[config.mk]
export PLATFORM = sky130hd
export DESIGN_NAME = arbitro_rr
export DESIGN_NICKNAME = d
export VERILOG_FILES = /design/src/rtl/arbitro_pkg.sv /design/src/rtl/arbitro_rr_select.sv /design/src/rtl/arbitro_rr.sv
export SDC_FILE = /design/constraint.sdc
export NUM_CORES = 1
export LEC_CHECK = 0
export CELL_PAD_IN_SITES_DETAIL_PLACEMENT = 2
export CELL_PAD_IN_SITES_GLOBAL_PLACEMENT = 2
export CORE_ASPECT_RATIO = 1.1
export CORE_MARGIN = 5
export CORE_UTILIZATION = 24
export CTS_CLUSTER_SIZE = 10
export DETAILED_ROUTE_END_ITERATION = 10
export MAX_ROUTING_LAYER = met4
export PLACE_DENSITY = 0.91
export SLEW_MARGIN = 40
export SYNTH_ARGS = -nofsm -noshare
export SYNTH_HDL_FRONTEND = slang
export SYNTH_SLANG_ARGS = --single-unit
[constraint.sdc]
create_clock -name clk -period 5 [get_ports clk]
set_input_delay 1 -clock clk [delete_from_list [all_inputs] [get_ports clk]]
set_output_delay 1 -clock clk [all_outputs]
set_load 0.1 [all_outputs]
[src/rtl/arbitro_pkg.sv]
// Shared types and constants for the arbitro_rr round-robin FIFO arbiter.
package arbitro_pkg;

    localparam int NPORTS = 4;

    typedef enum logic {
        ST_IDLE  = 1'b0,
        ST_SERVE = 1'b1
    } state_t;

    // Destination field sits in the top two bits: MSB = WIDTH-DEST_MSB_OFS, LSB = WIDTH-DEST_LSB_OFS
    localparam int DEST_MSB_OFS = 1;
    localparam int DEST_LSB_OFS = 2;

    function automatic logic [NPORTS-1:0] onehot4(input logic [1:0] idx);
        onehot4 = 4'b0001 << idx;
    endfunction

endpackage

[src/rtl/arbitro_rr_select.sv]
// Round-robin scan: picks the first requesting port starting at i_ptr, wrapping mod 4.
module rr_select
    import arbitro_pkg::*;
(
    input  logic [1:0]        i_ptr,
    input  logic [NPORTS-1:0] i_req,
    output logic              o_found,
    output logic [1:0]        o_idx
);

    always_comb begin
        logic [1:0] w_cand;
        o_found = 1'b0;
        o_idx   = i_ptr;
        w_cand  = i_ptr;
        // Walk offsets from farthest to nearest so the nearest requester wins
        for (int k = NPORTS - 1; k >= 0; k--) begin
            w_cand = i_ptr + 2'(k);
            if (i_req[w_cand]) begin
                o_found = 1'b1;
                o_idx   = w_cand;
            end
        end
    end

endmodule

[src/rtl/arbitro_rr.sv]
// Round-robin arbiter between four input FIFOs and four output FIFOs with burst quantum
// and almost_full backpressure. Define ARB_STATS_EN to add per-port popped-word counters.
module arbitro_rr
    import arbitro_pkg::*;
#(
    parameter int WIDTH     = 12,
    parameter int BURST     = 4,
    parameter int BLOCK_MAX = 2
) (
    input  logic                    clk,
    input  logic                    reset,
    input  logic [NPORTS*WIDTH-1:0] data_in,
    input  logic [NPORTS-1:0]       empty,
    input  logic [NPORTS-1:0]       almost_full,
    output logic [NPORTS-1:0]       pop,
    output logic [NPORTS-1:0]       push,
    output logic [WIDTH-1:0]        data_out,
    output logic [1:0]              grant,
    output logic                    idle
`ifdef ARB_STATS_EN
    ,
    output logic [NPORTS*16-1:0]    word_cnt
`endif
);

    localparam int BCW = $clog2(BURST + 1);
    localparam int KCW = $clog2(BLOCK_MAX + 1);

    state_t           r_state;
    logic [1:0]       r_ptr;
    logic [1:0]       r_grant;
    logic [BCW-1:0]   r_burst_cnt;
    logic [KCW-1:0]   r_blk_cnt;
    logic [NPORTS-1:0] r_push;
    logic [WIDTH-1:0] r_data_out;

    logic             w_found;
    logic [1:0]       w_sel;
    logic [WIDTH-1:0] w_head;
    logic [1:0]       w_dest;
    logic             w_pop_ok;

    rr_select u_sel (
        .i_ptr   (r_ptr),
        .i_req   (~empty),
        .o_found (w_found),
        .o_idx   (w_sel)
    );

    always_comb begin
        w_head = data_in[WIDTH-1:0];
        for (int i = 0; i < NPORTS; i++) begin
            if (r_grant == 2'(i)) w_head = data_in[i*WIDTH +: WIDTH];
        end
    end

    assign w_dest   = w_head[WIDTH-DEST_MSB_OFS -: 2];
    assign w_pop_ok = (r_state == ST_SERVE) && !empty[r_grant] && !almost_full[w_dest];

    assign pop      = w_pop_ok ? onehot4(r_grant) : '0;
    assign push     = r_push;
    assign data_out = r_data_out;
    assign grant    = r_grant;
    assign idle     = (r_state == ST_IDLE);

    always_ff @(posedge clk or posedge reset) begin
        if (reset) begin
            r_state     <= ST_IDLE;
            r_ptr       <= '0;
            r_grant     <= '0;
            r_burst_cnt <= '0;
            r_blk_cnt   <= '0;
            r_push      <= '0;
            r_data_out  <= '0;
        end else begin
            r_push <= '0;
            case (r_state)
                ST_IDLE: begin
                    if (w_found) begin
                        r_state     <= ST_SERVE;
                        r_grant     <= w_sel;
                        r_burst_cnt <= '0;
                        r_blk_cnt   <= '0;
                    end
                end
                ST_SERVE: begin
                    if (w_pop_ok) begin
                        r_push      <= onehot4(w_dest);
                        r_data_out  <= w_head;
                        r_blk_cnt   <= '0;
                        r_burst_cnt <= r_burst_cnt + 1'b1;
                        if (r_burst_cnt == BCW'(BURST - 1)) begin
                            r_state <= ST_IDLE;
                            r_ptr   <= r_grant + 2'd1;
                        end
                    end else if (empty[r_grant]) begin
                        r_state <= ST_IDLE;
                        r_ptr   <= r_grant + 2'd1;
                    end else begin
                        // Head is blocked by its output; give up the grant after BLOCK_MAX tries
                        r_blk_cnt <= r_blk_cnt + 1'b1;
                        if (r_blk_cnt == KCW'(BLOCK_MAX - 1)) begin
                            r_state <= ST_IDLE;
                            r_ptr   <= r_grant + 2'd1;
                        end
                    end
                end
                default: r_state <= ST_IDLE;
            endcase
        end
    end

`ifdef ARB_STATS_EN
    for (genvar p = 0; p < NPORTS; p++) begin : g_stats
        logic [15:0] r_cnt;
        always_ff @(posedge clk or posedge reset) begin
            if (reset) begin
                r_cnt <= '0;
            end else if (pop[p] && r_cnt != 16'hFFFF) begin
                r_cnt <= r_cnt + 16'd1;
            end
        end
        assign word_cnt[p*16 +: 16] = r_cnt;
    end
`endif

endmodule

# Word-level counts from Yosys, hierarchy flattened
# Cells that the tools add are included.
# op_classes
add_sub_neg	6
order_cmp	6
eq_ne	9
shifts	2
n_mux	43
n_bitwise	2
n_reduce_logical	10
# ops
op	count
12-bit two-way mux	3
2-bit two-way mux	11
2-bit by 3-bit < comparator with 1-bit output (second input constant)	6
1-bit two-way mux	15
1-bit binary-select mux with 2-bit select	6
4-bit two-way mux	3
2-bit AND reduction	4
1-bit by 2-bit << shifter with 4-bit output (first input constant)	2
2-bit by 1-bit adder with 2-bit output (second input constant)	3
3-bit two-way mux	2
2-bit by 1-bit != test with 1-bit output (second input constant)	3
3-bit one-hot mux with 2 select lines	1
2-bit adder (second input constant)	2
2-bit by 1-bit == test with 1-bit output (second input constant)	2
2-bit == test (second input constant)	2
4-bit NOT	1
2-bit one-hot mux with 2 select lines	1
3-bit by 1-bit adder with 3-bit output (second input constant)	1
3-bit by 2-bit == test with 1-bit output (second input constant)	1
3-bit != test (second input constant)	1
3-bit AND reduction	1
3-bit nonzero test	1
1-bit logical AND	2
1-bit logical NOT	2
2 further kinds	2
# word_totals
register_bits	26
in_bits	58
out_inout_bits	23
elab_cells	85

# Longest topological paths before layout
# depth
word_depth	10
depth_mapped	10
depth_no_buf	8

# Cells and area by module
# Synthesis repeated with hierarchy kept, for this count alone.
# unflattened
hier_cells	201
area_unflattened_um2	1746.7
# modules_own_cells
module	instances	cells_each	area_per_inst_um2	seq_area_each_um2
arbitro_rr	1	185	1646.6	650.6
rr_select	1	16	100.1	0.0

# Least setup slack after synthesis
# No wires, ideal clock.
# synth_timing
path_type	register to output
from	reg r_grant[1] (netlist: grant[1])
to	out pop[2]
arrival_time_ns	4.045
t_required_ns	4.000
slack_ns	-0.045
path_stages_with_launch	8
n_path_buf	1
cell_sequence	dfrtp_1 > inv_1 > ha_1 > buf_2 > mux2i_1 > mux2_1 > a2111o_1 > a21oi_1
# synth_via
elab_chain_len	9
elab_cells_between_ends	16
cone_classes	3 x eq/ne; 1 x shift; 8 x mux; 4 x reduce/logical
# synth_lines
item	line	text
start, declared	arbitro_rr.sv:31	logic [1:0] r_grant;
start signal, assigned	arbitro_rr.sv:81	r_grant <= w_sel;
2-bit by 1-bit == test with 1-bit output	arbitro_rr.sv:53	if (r_grant == 2'(i)) w_head = data_in[i*WIDTH +: WIDTH];
12-bit two-way mux (3 in series)	arbitro_rr.sv:53	
1-bit binary-select mux with 2-bit select	arbitro_rr.sv:58	assign w_pop_ok = (r_state == ST_SERVE) && !empty[r_grant] && !almost_full[w_dest];
1-bit two-way mux (implied by the code)	arbitro_rr.sv:58	
1-bit logical NOT	arbitro_rr.sv:58	
1-bit logical AND	arbitro_rr.sv:58	
4-bit two-way mux (*)	arbitro_rr.sv:60	assign pop = w_pop_ok ? onehot4(r_grant) : '0;
end, declared	arbitro_rr.sv:15	output logic [NPORTS-1:0] pop,
# Mark *: on every way between the ends. The rest lies on a longest branch, timed or not. The select of a mux whose other input is x is not followed.

# Final worst setup path
# layout_timing
from	in empty[1]
to	out pop[0]
# layout_via
elab_chain_len	6
# layout_lines
item	line	text
start, declared	arbitro_rr.sv:13	input logic [NPORTS-1:0] empty,
1-bit binary-select mux with 2-bit select	arbitro_rr.sv:58	
1-bit two-way mux (implied by the code)	arbitro_rr.sv:58	
1-bit logical NOT	arbitro_rr.sv:58	
1-bit logical AND (2 in series)	arbitro_rr.sv:58	
4-bit two-way mux	arbitro_rr.sv:60	
# Every way passes these cells. The select of a mux whose other input is x is not followed.

==> results.sh <==
export IMPL_fmax_mhz=219
export IMPL_cts_hold_buf=0
export IMPL_rsz0062_at_grt="false"
export IMPL_yosysMostFrequentCell="nor2_1"
export IMPL_cts_resized=0
export IMPL_die_w_microns=91.5
export IMPL_synth_ff_type="dfrtp_1"
export IMPL_hpwl_microns=5060
export IMPL_syn_nets=273
export IMPL_hold_slack_ns=0.509
export IMPL_synth_area_top_cells="dfrtp_1, mux2i_1, a21oi_1, nor2_1, ha_1"
export IMPL_root_buffer="clkbuf_8"
export IMPL_wl_microns=6190
export IMPL_htreeDepth=1
export IMPL_status="completed"
export IMPL_hp_start="r_burst_cnt[0]"
export IMPL_core_sq_um=7050
export IMPL_grt_pass1_vias=2072
export IMPL_crit_required_ns=4.00
export IMPL_grt_pass1_wl_microns=10400
export IMPL_seq_area_frac_synth_pct=37.1
export IMPL_path_clk_slew_ns=0.10
export IMPL_critical_path_peak_fanout=17
export IMPL_area_growth_synth_to_final_pct=50.6
export IMPL_nets=348
export IMPL_drtIter0Drc=66
export IMPL_peakVddDrop_mv=0.328
export IMPL_arrival_ns=3.58
export IMPL_die_h_microns=99.6
export IMPL_ys_seq_elements=26
export IMPL_grt_antenna_before_repair=0
export IMPL_worstSetupPathType="in -> out"
export IMPL_power_total_w=0.00195
export IMPL_track_usage_pct=14.3
export IMPL_drive_gt1_share_pct=13.1
export IMPL_clockBufferDepth=2
export IMPL_maxSlewViolCount=0
export IMPL_synth_cells=208
export IMPL_via_per_inst=5.02
export IMPL_ant_nets=0
export IMPL_drc=0
export IMPL_yosys_warnings=0
export IMPL_yosysTopAreaCell="dfrtp_1"
export IMPL_syn_avg_cell_area_sq_um=8.42
export IMPL_regArea_sq_um=651
export IMPL_initial_utilization_pct=24.9
export IMPL_wl_per_cell_microns=16.9
export IMPL_insertion_delay_ns=0.28
export IMPL_grt_ovfl_total=0
export IMPL_p_leak_nw=1.15
export IMPL_synth_commonest_cells="nor2_1, a21oi_1, dfrtp_1"
export IMPL_startpoint="empty[1]"
export IMPL_fillers=815
export IMPL_tns_ns=0
export IMPL_min_period_over_period_pct=91.5
export IMPL_cts_sinks=26
export IMPL_routabilityCongestion=0.768
export IMPL_tritoncts="done"
export IMPL_crit_path_end_kind="primary output"
export IMPL_ys_async_sr_fraction_pct=100
export IMPL_ios=81
export IMPL_skew_ns=0.00483
export IMPL_hold_path_endpoint="r_burst_cnt[0]"
export IMPL_ys_types=41
export IMPL_antenna_cells=0
export IMPL_dieArea_sq_um=9110
export IMPL_hold_class="reg -> reg"
export IMPL_synth_area_sq_um=1750
export IMPL_port_buffers=80
export IMPL_grt_max_degree=29
export IMPL_post_route_min_period_ns=4.58
export IMPL_dr_pass1_iters=4
export IMPL_synth_edf_count=0
export IMPL_p_per_area_nw_per_um2=741
export IMPL_start_kind="input port"
export IMPL_worstMarginPinSlew_ns=0.653
export IMPL_setup_viol=0
export IMPL_reg2reg_slack_ns=1.54
export IMPL_vias=1841
export IMPL_post_cts_setup_buffers=0
export IMPL_cap_violations=0
export IMPL_r2r_cells=10
export IMPL_synth_top_area_share_pct=37.1
export IMPL_slew_limit_headroom_pct=56.4
export IMPL_hold_viol=0
export IMPL_multi_input_area_sq_um=993
export IMPL_min_path_cells=1
export IMPL_rows=32
export IMPL_regToRegStartpoint="grant[1]"
export IMPL_cts_buffers=3
export IMPL_rr_endpoint="r_ptr[0]"
cells by family (layout without fill, tap and decap cells):
family | after synthesis | count (layout) | share of synthesized area, %
buffers and inverters | 27 | 101 | 6.43
and+or+nand+nor | 65 | 65 | 16.3
DFF | 26 | 26 | 37.1
adders and majority gates | 7 | 7 | 5.00
AOI/OAI and AO/OA | 60 | 60 | 21.0
muxes | 23 | 23 | 14.1
per-stage QoR:
step           area (sq um)  cells  util (%)  setup WS [ns]
2_1_floorplan          1750    208         -        -0.0453
3_3_place_gp           2660    363      37.7          0.511
3_5_place_dp           2560    363      36.4          0.454
4_1_cts                2640    367      37.4          0.398
5_1_grt                2640    367      37.4          0.282
6_report               2640    367      37.4          0.425
layout make-up:
cell class	instances	share of cell area (%)
Sequential cell	26	24.7
Inverter	15	2.13
Clock buffer	3	1.56
Multi-Input combinational cell	155	37.6
Tap cell	85	4.03
Timing Repair Buffer	82	28.8
Clock inverter	1	1.14
power breakdown:
group          leakage, nW  internal [W]  switching [W]
Clock               0.0357      0.000107      0.0000710
Sequential           0.316      0.000307      0.0000683
Combinational        0.802      0.000377        0.00102
per-layer routing:
metal | GRT usage (%) | up-vias | routed length [microns]
li1 | - | 872 | -
met1 | 16.5 | 899 | 2500
met2 | 25.1 | 63 | 3100
met3 | 3.25 | 7 | 513
met4 | 3.39 | 0 | 74
met5 | - | - | 0
registers in the layout, summed over array words and instances (netlist names):
register,cells
r_burst_cnt,3
grant,2
push,4
r_ptr,2
r_state,1
r_blk_cnt,2
data_out,12
worst max path at each step:
stage,to,slack [ns],cells after the start
after detailed placement,pop[0],0.45,7
after CTS,pop[0],0.40,8
final,pop[0],0.42,7
after global routing,pop[0],0.28,7
after global placement,pop[0],0.51,7
after floorplan,pop[2],-0.05,7
layout by cell type (no fill, tap or decap), drive strengths merged, types with 2 or more instances in the layout:
master / netlist / layout
nand3: 3 / 3
mux2: 4 / 4
o21ai: 8 / 8
nor2: 40 / 40
dfrtp: 26 / 26
or2: 2 / 2
ha: 7 / 7
and2: 2 / 2
clkdlybuf4s50: 0 / 57
buf: 6 / 25
o31ai: 3 / 3
nand2b: 4 / 4
a21oi: 35 / 35
nand2: 8 / 8
o211a: 2 / 2
inv: 15 / 15
clkbuf: 6 / 3
nor2b: 2 / 2
mux2i: 18 / 18
critical path, cell delays in order:
cell and delay, ns:
clkdlybuf4s50_1 0.51, mux4_2 0.50, or2_1 0.37, a2111o_1 0.41, o21ai_2 0.29, and2_1 0.30
buf_12 0.19
No activity file was read; power rests on OpenSTA's default activity.
